File: config.mk
export PLATFORM = sky130hd
export DESIGN_NAME = player_input_ctrl
export DESIGN_NICKNAME = d
export VERILOG_FILES = /design/src/rtl/player_input_ctrl.sv
export SDC_FILE = /design/constraint.sdc
export NUM_CORES = 1
export LEC_CHECK = 0
export CORE_ASPECT_RATIO = 0.75
export CORE_MARGIN = 4
export CORE_UTILIZATION = 35
export CTS_BUF_LIST = sky130_fd_sc_hd__clkbuf_4
export CTS_CLUSTER_SIZE = 8
export DETAILED_ROUTE_END_ITERATION = 10
export DONT_BUFFER_PORTS = 1
export GPL_TIMING_DRIVEN = 0
export SYNTH_ARGS = -nofsm -noshare
export SYNTH_HDL_FRONTEND = slang
export SYNTH_SLANG_ARGS = --single-unit
File: constraint.sdc
create_clock -name Clk -period 1.58 [get_ports Clk]
set_input_delay 0.395 -clock Clk [delete_from_list [all_inputs] [get_ports Clk]]
set_output_delay 0.395 -clock Clk [all_outputs]
set_load 0.1 [all_outputs]
File: src/rtl/player_input_ctrl.sv
// -----------------------------------------------------------------------------
// player_input_ctrl
//   Turns the NIOS keycode stream into registered player controls for the
//   battle stage: movement levels, a frame-aligned jump request, a rate-limited
//   fire pulse, and a fight/restart pulse for stage control.
//
// Ports
//   Clk             in   system clock, all state changes on its rising edge
//   Reset           in   synchronous, active-low reset
//   frame_clk       in   VGA_VS level (Clk-synchronous); a frame starts on its rise
//   keycode[7:0]    in   current key, 8'h00 = no key
//   enable          in   battle stage active
//   Left / Right    out  movement levels (1-Clk latency)
//   Up              out  jump request, held until the next frame boundary
//   Shoot           out  single-Clk fire pulse
//   Fight           out  single-Clk start/restart pulse
//   cooldown_active out  high while shooting is locked out
// -----------------------------------------------------------------------------
module player_input_ctrl #(
  parameter int unsigned COOLDOWN_FRAMES = 30,
  parameter logic [7:0]  KEY_LEFT        = 8'h04,
  parameter logic [7:0]  KEY_RIGHT       = 8'h07,
  parameter logic [7:0]  KEY_UP          = 8'h1A,
  parameter logic [7:0]  KEY_SHOOT       = 8'h2C,
  parameter logic [7:0]  KEY_START       = 8'h28
) (
  input  logic       Clk,
  input  logic       Reset,
  input  logic       frame_clk,
  input  logic [7:0] keycode,
  input  logic       enable,
  output logic       Left,
  output logic       Right,
  output logic       Up,
  output logic       Shoot,
  output logic       Fight,
  output logic       cooldown_active
);

  // A zero-frame cooldown still needs a one-bit counter to be legal.
  localparam int unsigned CNT_W = (COOLDOWN_FRAMES > 32'd0) ? $clog2(COOLDOWN_FRAMES + 32'd1) : 32'd1;
  localparam logic [CNT_W-1:0] CNT_LOAD = CNT_W'(COOLDOWN_FRAMES);
  localparam logic [CNT_W-1:0] CNT_ZERO = {CNT_W{1'b0}};
  localparam logic [CNT_W-1:0] CNT_ONE  = {{(CNT_W-1){1'b0}}, 1'b1};

  typedef enum logic [1:0] {
    ST_READY    = 2'd0,
    ST_FIRE     = 2'd1,
    ST_COOLDOWN = 2'd2
  } shoot_state_e;

  shoot_state_e   state_r;
  logic [CNT_W-1:0] cnt_r;
  logic [7:0]     prev_key_r;
  logic           fc_q_r;

  logic           frame_rise_s;
  logic           up_press_s;
  logic           shoot_press_s;
  logic           start_press_s;

  // A press is the first Clk on which the key appears; holding it never re-fires.
  function automatic logic press_edge(input logic [7:0] cur,
                                      input logic [7:0] prev,
                                      input logic [7:0] key);
    return (cur == key) && (prev != key);
  endfunction

  assign frame_rise_s  = frame_clk && !fc_q_r;
  assign up_press_s    = press_edge(keycode, prev_key_r, KEY_UP);
  assign shoot_press_s = press_edge(keycode, prev_key_r, KEY_SHOOT);
  assign start_press_s = press_edge(keycode, prev_key_r, KEY_START);

  // Edge-detect history, movement levels, jump request and fight pulse.
  always_ff @(posedge Clk) begin
    if (!Reset) begin
      // fc_q resets high so a frame_clk that is already high at release is not a rise;
      // prev_key resets to 00 so a key held through reset counts as a fresh press.
      prev_key_r <= 8'h00;
      fc_q_r     <= 1'b1;
      Left       <= 1'b0;
      Right      <= 1'b0;
      Up         <= 1'b0;
      Fight      <= 1'b0;
    end else begin
      prev_key_r <= keycode;
      fc_q_r     <= frame_clk;
      Left       <= enable && (keycode == KEY_LEFT);
      Right      <= enable && (keycode == KEY_RIGHT);
      Fight      <= start_press_s;
      // Set beats the frame clear so a jump pressed on a frame edge waits for the next frame.
      if (!enable) begin
        Up <= 1'b0;
      end else if (up_press_s) begin
        Up <= 1'b1;
      end else if (frame_rise_s) begin
        Up <= 1'b0;
      end else begin
        Up <= Up;
      end
    end
  end

  // Shoot FSM: fire pulse, frame-counted cooldown and lockout flag.
  always_ff @(posedge Clk) begin
    if (!Reset) begin
      state_r         <= ST_READY;
      cnt_r           <= CNT_ZERO;
      Shoot           <= 1'b0;
      cooldown_active <= 1'b0;
    end else begin
      case (state_r)
        ST_READY: begin
          cnt_r <= CNT_ZERO;
          if (shoot_press_s && enable) begin
            state_r         <= ST_FIRE;
            Shoot           <= 1'b1;
            cooldown_active <= 1'b1;
          end else begin
            state_r         <= ST_READY;
            Shoot           <= 1'b0;
            cooldown_active <= 1'b0;
          end
        end
        ST_FIRE: begin
          // Load ignores any coincident frame_rise so the full cooldown is served.
          Shoot <= 1'b0;
          cnt_r <= CNT_LOAD;
          if (COOLDOWN_FRAMES == 32'd0) begin
            state_r         <= ST_READY;
            cooldown_active <= 1'b0;
          end else begin
            state_r         <= ST_COOLDOWN;
            cooldown_active <= 1'b1;
          end
        end
        ST_COOLDOWN: begin
          // Presses are dropped here, not queued; counting continues regardless of enable.
          Shoot <= 1'b0;
          if (frame_rise_s) begin
            if (cnt_r <= CNT_ONE) begin
              cnt_r           <= CNT_ZERO;
              state_r         <= ST_READY;
              cooldown_active <= 1'b0;
            end else begin
              cnt_r           <= cnt_r - CNT_ONE;
              state_r         <= ST_COOLDOWN;
              cooldown_active <= 1'b1;
            end
          end else begin
            cnt_r           <= cnt_r;
            state_r         <= ST_COOLDOWN;
            cooldown_active <= 1'b1;
          end
        end
        default: begin
          state_r         <= ST_READY;
          cnt_r           <= CNT_ZERO;
          Shoot           <= 1'b0;
          cooldown_active <= 1'b0;
        end
      endcase
    end
  end

endmodule

Word-level counts from Yosys, hierarchy flattened
Cells that the tools add are included.
{ "word_totals": {"regBits": 22, "n_memories": 0, "latch_bits": 0, "out_inout_bits": 6, "ram_bits": 0, "mem_bits_ro": 0, "wordCells": 48, "input_bits": 12} }
{ "classes": {"bitwise_logic": 0, "order_cmp": 1, "div_mod_pow": 0, "multipliers": 0, "n_shift": 0, "addsub": 1, "n_reduce_logical": 12, "n_eq_ne": 11, "mux": 13} }
{ "op_table": {"columns": ["cell", "n"], "rows": [
  ["$eq A8 B3 Y1 const B", 2],
  ["$eq A8 B6 Y1 const B", 2],
  ["$ne A8 B6 Y1 const B", 2],
  ["$mux W5", 2],
  ["$pmux W5 S2", 1],
  ["$eq A8 B5 Y1 const B", 1],
  ["$ne A8 B5 Y1 const B", 1],
  ["$logic_and A1 B1 Y1", 7],
  ["$mux W1", 6],
  ["$pmux W2 S3", 1],
  ["$le A5 B1 Y1 const B", 1],
  ["$sub A5 B1 Y5 const B", 1],
  ["$mux W2", 2],
  ["$reduce_and A2 Y1", 2],
  ["$pmux W1 S3", 1],
  ["$eq A2 B1 Y1 const B", 1],
  ["$eq A2 B2 Y1 const B", 1],
  ["$logic_not A2 Y1", 1],
  ["$ne A2 B2 Y1 const B", 1],
  ["$reduce_bool A2 Y1", 1],
  ["$logic_not A1 Y1", 1]
]} }

Logic depth before layout (Yosys ltp)
Gate-level depths: netlist (run 1).
{ "logic_depth": {"ltp_word": 5, "mapped_depth": 6, "depth_no_buf": 6} }

Worst setup path after synthesis (run 1)
No wires, ideal clock.
{ "synth_timing": {"path_type": "reg2reg", "from": "register cnt_r[1]", "to": "register cnt_r[4]", "setup_time_ps": 70, "stages_incl_launch_ff": 7, "n_path_buf": 0, "path_slack_ps": 106, "arrival_time_ps": 1404, "period_less_slack_ps": 1474, "required_time_ps": 1510, "path_cell_list": "dfxtp_1 inv_1 ha_1 o21bai_1 a2111oi_4 nand4b_1 a21oi_1"} }
{ "synth_via": {"elab_chain_len": 4, "elab_cells_between_ends": 5, "cone_classes": "add/sub (1); order compare (1); mux (3)"} }
{ "synth_lines": {"columns": ["element", "line_no", "source"], "rows": [
  ["start: declaration", "53", "logic [CNT_W-1:0] cnt_r;"],
  ["start signal: assignment", "146", "cnt_r <= cnt_r - CNT_ONE;"],
  ["start signal: assignment", "151", "cnt_r <= cnt_r;"],
  ["$sub A5 B1 Y5 / $le A5 B1 Y1 (equally long branches)", "146, 141", null],
  ["$mux W5 (*)", "141", "if (cnt_r <= CNT_ONE) begin"],
  ["$mux W5 (*)", "140", "if (frame_rise_s) begin"],
  ["$pmux W5 S2 (*)", "112", "case (state_r)"]
]} }
Mark *: on every way between the ends. The rest lies on a longest branch, timed or not. The select of a mux whose other input is x is not followed.
A chain may end at the register's enable or synchronous reset.

Final worst setup path (run 1)
Ends and elaborated chain as after synthesis.

==> results of run 1 <==
Yosys cell counts (2+ instances only):
cell / n
dfxtp_1: 22
inv_1: 8
a31oi_1: 3
nor4b_1: 2
a21boi_0: 2
a21oi_1: 5
nand4b_1: 2
ha_1: 6
nor3_1: 2
nand2_1: 6
o21ai_0: 4
nor2_1: 9
nand4_1: 2
nand2b_1: 2
nand3_1: 3
and2_1: 8
layer usage:
layer | up-vias | GRT usage | share of wire
li1 | 383 | - | -
met1 | 364 | 0.147 | 0.48
met2 | 19 | 0.214 | 0.49
met3 | 2 | 0.0354 | 0.032
met4 | 0 | 0.0390 | 0.0058
met5 | - | 0 | 0
through the flow:
step	total power, mW	instances
2_1_floorplan	0.615	104
3_3_place_gp	0.622	140
3_5_place_dp	0.623	140
4_1_cts	1.04	145
5_1_grt	1.08	147
6_report	1.03	147
power by group through the flow:
stage / sequential [mW] / clock (mW) / combinational, mW
finish: 0.571 / 0.422 / 0.0360
global route: 0.573 / 0.467 / 0.0396
CTS: 0.573 / 0.433 / 0.0361
detailed placement: 0.587 / 0 / 0.0358
global placement: 0.587 / 0 / 0.0347
floorplan: 0.586 / 0 / 0.0295
flip-flops by register name, summed over array words and instances (netlist names):
name,cells
Fight,1
Left,1
Right,1
Shoot,1
Up,1
cnt_r,5
cooldown_active,1
fc_q_r,1
prev_key_r,8
state_r,2
repair_timing:
item | in CTS | in global routing
cloned | 0 | 0
pin swaps | 2 | 5
resized for setup | 13 | 12
endpoints found under the setup margin | 11 | 5
setup buffers | 1 | 2
kinds of logic after synthesis:
group | synth area share
AND/OR/NAND/NOR | 0.286
flip-flops | 0.445
AO/OA/AOI/OAI | 0.159
buffers and inverters | 0.0341
adder cells (fa/ha/maj) | 0.0759
critical path, cell delays in order, from the launching register on:
cell,delay [ns]
dfxtp_4,0.37
inv_2,0.05
ha_4,0.15
o21bai_4,0.18
a2111oi_4,0.40
nand4b_1,0.15
a21oi_1,0.13
how the worst max path moves through the flow:
stage,from,endpoint,slack (ns)
floorplan,cnt_r[1]$_SDFFE_PN0P_,cnt_r[4]$_SDFFE_PN0P_,0.11
global placement,cnt_r[1]$_SDFFE_PN0P_,cnt_r[4]$_SDFFE_PN0P_,-0.03
detailed placement,cnt_r[1]$_SDFFE_PN0P_,cnt_r[4]$_SDFFE_PN0P_,-0.06
CTS,cnt_r[1]$_SDFFE_PN0P_,cnt_r[4]$_SDFFE_PN0P_,0.01
global route,cnt_r[1]$_SDFFE_PN0P_,cnt_r[4]$_SDFFE_PN0P_,0.002
finish,cnt_r[1]$_SDFFE_PN0P_,cnt_r[4]$_SDFFE_PN0P_,0.09
cell type report:
cell class / instances / area (um2) / share of cell area
Multi-Input combinational cell: 73 / 571 / 0.483
Sequential cell: 22 / 458 / 0.387
Tap cell: 36 / 45.0 / 0.0381
Clock inverter: 1 / 30.0 / 0.0254
Inverter: 8 / 30.0 / 0.0254
Clock buffer: 3 / 22.5 / 0.0190
Timing Repair Buffer: 3 / 22.5 / 0.0190
Buffer: 1 / 3.75 / 0.00317
==> summary.txt, run 1 <==
Logic synthesis
  – Seq/Total Area, Yosys: 0.445
  – Yosys top cell area share: 0.445
  – Post-synth top area cell: dfxtp_1
  – Synthesized area per cell: 9.52 um2
  – Async S/R FF share, synth: 0
  – Synth Flop Type: dfxtp_1
  – Number of synthesized flops with an enable pin: 0
  – Synth warn: 0
  – Mapped Cells: 104
  – Synthesized flop and latch total: 22
  – Post-Synthesis Net Count: 122
  – Area contributors post-synth: dfxtp_1 45%, ha_1 7.6%, and2_1 5.1%
  – Synth cell types: 34
  – Post-synth design cell area: a little under 0.001 mm2

Detailed routing
  – Antenna viol nets, final: 0
  – DR DRC count: 0
  – Mean number of vias per cell: 5.22
  – Final WL: 2060 um
  – Wire per inst: 14.0 um
  – Starting DRT DRC Count: 28
  – Length of the first detailed-routing pass in iterations: 4
  – Total number of vias: ~770

Floorplan
  – Die height: between 50 and 60 um
  – DIE AREA: 0.00375 mm2
  – Rows: 16
  – Initial Utilization: 0.372
  – Core region area: between 0.002 and 0.003 mm2
  – Chip Width: 69.4 um
  – I/O Pins: 18

Hold path
  – Worst hold path depth: 1
  – Worst hold start: keycode[2]
  – Worst min path class: input pin to flop
  – Worst hold endpoint: Fight$_SDFF_PN0_

Finish
  – Fin area: 0.00118 mm2
  – Layout cell share with drive strength beyond 1: 0.288
  – Most frequent cells in the layout: 12 x dfxtp_1, 9 x nor2_1, 8 x dfxtp_2, 8 x and2_1, 6 x nand2_1
  – Ant. Diodes: 0
  – Most common cell after layout, fill and taps aside: dfxtp_1
  – Fillers: 254
  – Final net count: 130
  – Area grow syn2layout: 19.5%
  – Core Util, Final: 0.444

CTS
  – CTS Buffer Depth: 2
  – CTS tree: done
  – H-tree levels: 1
  – Clk sink count: 22
  – Clock root buffer: clkbuf_4
  – Cts bufs inserted: 3
  – Hold bufs inserted after CTS: 0
  – Clk_lat worst skew: approximately 0.30 ns
  – CTS clk-pin slew, worst paths: between 0.1 and 0.15 ns

Critical path
  – R2R cell count: 6
  – Crit. End Element: flop
  – Critical Path Start Type: flop
  – Crit Path Max Fanout: 4
  – Worst reg2reg setup slack: a little over 0.09 ns
  – Worst r2r src: cnt_r[1]$_SDFFE_PN0P_
  – Reg-to-reg critical path endpoint: cnt_r[4]$_SDFFE_PN0P_
  – Req. time, crit path: 1.82 ns
  – Crit Path Class: flop to flop
  – Critical path arrival: roughly 1.7 ns

Timing
  – Final min period: 1.49 ns
  – Max Clock Skew: 0.00116 ns
  – Hold WS: 0.150 ns
  – Worst slew pin tran: 0.536 ns
  – Post-route setup TNS: 0 ns
  – Worst setup margin: 0.0924 ns
  – Slew headroom: 0.643
  – Count of final setup violators: 0
  – RSZ-0062 raised after global routing: no
  – Maximum clock rate: 0.672 GHz
  – Fin crit share: 0.942
  – Pins Over Slew Limit: 0
  – Final hold vios: 0

Power and ir drop
  – Net Sw Frac: 0.185
  – VDD IR max: 473 uV
  – Seq pwr share: 0.555
  – Pwr per Cell Area: 870 mW/mm2
  – Clock share of power: 0.410
  – Internal power: ~840 uW
  – Leak: 0.411 nW
  – Reported net switching power: 191 uW
  – Logic pwr share: 0.035

Global routing
  – Global route total overflow: 0
  – First-pass GRT wire length: 3480 um
  – Initial antenna violation count: 0
  – Vias in the first global route: 750
  – Gr usage total: 0.122
  – Largest net degree at the start of global routing: 14

Placement
  – Dpl cell area: 0.00103 mm2
  – Placer Congestion: 0.820
  – Pre-CTS WS: -0.0571 ns
  – DP Wirelength: 1510 um
  – Port bufs: 0

Run
  – Max-cap violations: 0

Run status
  – Status: finished, final reports clean
(Power assumes the default switching activity.)
==> inputs of run 2 (changes only) <==
--- a/config.mk
+++ b/config.mk
@@ -5,9 +5,10 @@
 export SDC_FILE = /design/constraint.sdc
 export NUM_CORES = 1
 export LEC_CHECK = 0
+export CAP_MARGIN = 0
 export CORE_ASPECT_RATIO = 0.75
 export CORE_MARGIN = 4
-export CORE_UTILIZATION = 35
+export CORE_UTILIZATION = 41
 export CTS_BUF_LIST = sky130_fd_sc_hd__clkbuf_4
 export CTS_CLUSTER_SIZE = 8
 export DETAILED_ROUTE_END_ITERATION = 10
==> summary.txt, run 2 (same netlist as run 1, synthesis figures left out) <==
Critical path
  – Worst r2r src: cnt_r[0]$_SDFFE_PN0P_
  – Crit Path Max Fanout: 5 (+1)
  – Delay-heaviest family, CP: compound AO/OA/AOI/OAI gates
  – Crit. End Element: flop
  – CP startpoint: cnt_r[0]$_SDFFE_PN0P_
  – Worst reg2reg setup slack: 0.05 ns (-0.05 ns)
  – CP bufs+invs: 0 (-1)
  – Critical Path Start Type: flop
  – Req. time, crit path: 1.82 ns (about the same)
  – Crit Path Class: flop to flop
  – Critical path's largest stage delay: 0.44 ns (+0.04 ns)
  – Critical path arrival: 1.77 ns (+0.04 ns)
  – CP max-delay cell: a2111oi_4
  – Crit-path cells: ha_2, o21bai_4, a2111oi_4, nand4b_1, a21oi_1

Placement
  – Dpl cell area: 0.00103 mm2 (-0.24%)
  – DP Wirelength: 1470 um (-2.4%)
  – Port bufs: 0 (unchanged)
  – Pre-CTS WS: -0.0562 ns (+0.000874 ns)
  – DP Cell Count: 138 (-1.4%)
  – Placer Congestion: 0.714 (-13%)

Timing
  – Hold WS: 0.152 ns (+0.00211 ns)
  – Final hold vios: 0 (unchanged)
  – Worst setup margin: 0.0471 ns (-0.0453 ns)
  – Worst slew pin tran: 0.538 ns (+0.00278 ns)
  – Maximum clock rate: 0.652 GHz (-3.0%)
  – Pins Over Slew Limit: 0 (unchanged)
  – RSZ-0062 raised after global routing: no
  – Fin crit share: 0.970 (+0.0287)
  – Slew headroom: 0.641 (-0.00185)
  – Count of final setup violators: 0 (unchanged)
  – Final min period: 1.53 ns (+0.0453 ns)
  – Post-route setup TNS: 0 ns (unchanged)
  – Max Clock Skew: 0.00454 ns (+0.00338 ns)

Finish
  – Final Non-Filler Cells: 145 (-1.4%)
  – Fillers: 217 (-15%)
  – Layout cell share with drive strength beyond 1: 0.261 (-0.0270)
  – Final net count: 130 (unchanged)
  – Most common cell after layout, fill and taps aside: dfxtp_1
  – Footprint of the multi-input gates: 548 um2 (-3.9%)
  – Largest register FFs: 8 (unchanged)
  – Biggest register: prev_key_r
  – Most frequent cells in the layout: 12 x dfxtp_1, 9 x nor2_1, 8 x dfxtp_2, 8 x and2_1
  – Sequential cell area: 458 um2 (unchanged)
  – Area grow syn2layout: 14.3%
  – Fin area: 0.00113 mm2 (-4.3%)
  – Biggest regs: prev_key_r (8), cnt_r (5), state_r (2)
  – Ant. Diodes: 0 (unchanged)

CTS
  – CTS Buffer Depth: 2 (unchanged)
  – H-tree levels: 1 (unchanged)
  – Clk sink count: 22 (unchanged)
  – Cts bufs inserted: 3 (unchanged)
  – Hold bufs inserted after CTS: 0 (unchanged)
  – CTS tree: done
  – Clk_lat worst skew: 0.30 ns (about the same)
  – Clock root buffer: clkbuf_4
  – CTS clk-pin slew, worst paths: 0.11 ns (about the same)

Global routing
  – Global route total overflow: 0 (unchanged)
  – Gr usage total: 0.122 (+0.000383)
  – Initial antenna violation count: 0 (unchanged)
  – First-pass GRT wire length: 3110 um (-11%)
  – Largest net degree at the start of global routing: 13 (-1)
  – Vias in the first global route: 690 (-8.0%)

Floorplan
  – Chip Width: 64.7 um (-6.7%)
  – I/O Pins: 18 (unchanged)
  – Core region area: 0.00231 mm2 (-13%)
  – Initial Utilization: 0.429 (+0.0570)
  – Rows: 15 (-1)
  – DIE AREA: 0.00327 mm2 (-13%)
  – Die height: 50.6 um (-6.5%)

Run
  – Max-cap violations: 0 (unchanged)

Power and ir drop
  – Pwr per Cell Area: 754 mW/mm2 (-13%)
  – Leak: 0.396 nW (-3.8%)
  – Seq pwr share: 0.669 (+0.114)
  – Clock share of power: 0.288 (-0.122)
  – Net Sw Frac: 0.209 (+0.0237)
  – Logic pwr share: 0.042 (+0.007)
  – Internal power: 674 uW (-20%)
  – VDD IR max: 595 uV (+26%)
  – Reported net switching power: 178 uW (-6.6%)

Detailed routing
  – Mean number of vias per cell: 5.23 (about the same)
  – Final WL: 1930 um (-6.4%)
  – Antenna viol nets, final: 0 (unchanged)
  – Wire per inst: 13.3 um (-5.1%)
  – Length of the first detailed-routing pass in iterations: 4 (unchanged)
  – Starting DRT DRC Count: 14 (-50%)
  – DR DRC count: 0 (unchanged)
  – Total number of vias: 758 (-1.3%)

Hold path
  – Worst min path class: input pin to flop
  – Worst hold start: keycode[2]

Run status
  – Status: finished, final reports clean
==> run 2: power by group through the flow <==
stage / registers [mW] / clock network [mW] / logic, mW
floorplan: 0.586 / 0 / 0.0295
global placement: 0.587 / 0 / 0.0350
detailed placement: 0.587 / 0 / 0.0356
CTS: 0.573 / 0.261 / 0.0360
global route: 0.573 / 0.282 / 0.0396
finish: 0.571 / 0.246 / 0.0362
==> run 2: repair_timing <==
item | CTS | global route
gates resized for setup | 13 | 9
buffers inserted | 1 | 2
endpoints found under the setup margin | 11 | 5
pin swaps | 2 | 5
cloned | 0 | 0
==> run 2: per-layer routing <==
layer / global-route usage / up-vias / part of all wire
li1: - / 381 / -
met1: 0.176 / 354 / 0.52
met2: 0.168 / 21 / 0.41
met3: 0.0447 / 2 / 0.056
met4: 0.0351 / 0 / 0.0093
met5: 0 / - / 0
==> run 2: layout make-up <==
class	count	area share
Clock inverter	1	0.00332
Clock buffer	3	0.0199
Timing Repair Buffer	3	0.0199
Buffer	1	0.00332
Multi-Input combinational cell	73	0.485
Sequential cell	22	0.405
Inverter	8	0.0265
Tap cell	34	0.0376
==> run 2: per-stage QoR <==
stage,power [mW],utilization
2_1_floorplan,0.615,-
3_3_place_gp,0.622,0.447
3_5_place_dp,0.623,0.447
4_1_cts,0.869,0.475
5_1_grt,0.895,0.490
6_report,0.853,0.490
==> run 2: path summary, 6_finish.rpt <==
kind / endpoint / cells after the start
worst min-delay path: Fight$_SDFF_PN0_ / 1
worst max register to register: cnt_r[4]$_SDFFE_PN0P_ / 5
worst max-delay path: cnt_r[4]$_SDFFE_PN0P_ / 5
worst min register to register: cnt_r[0]$_SDFFE_PN0P_ / 2
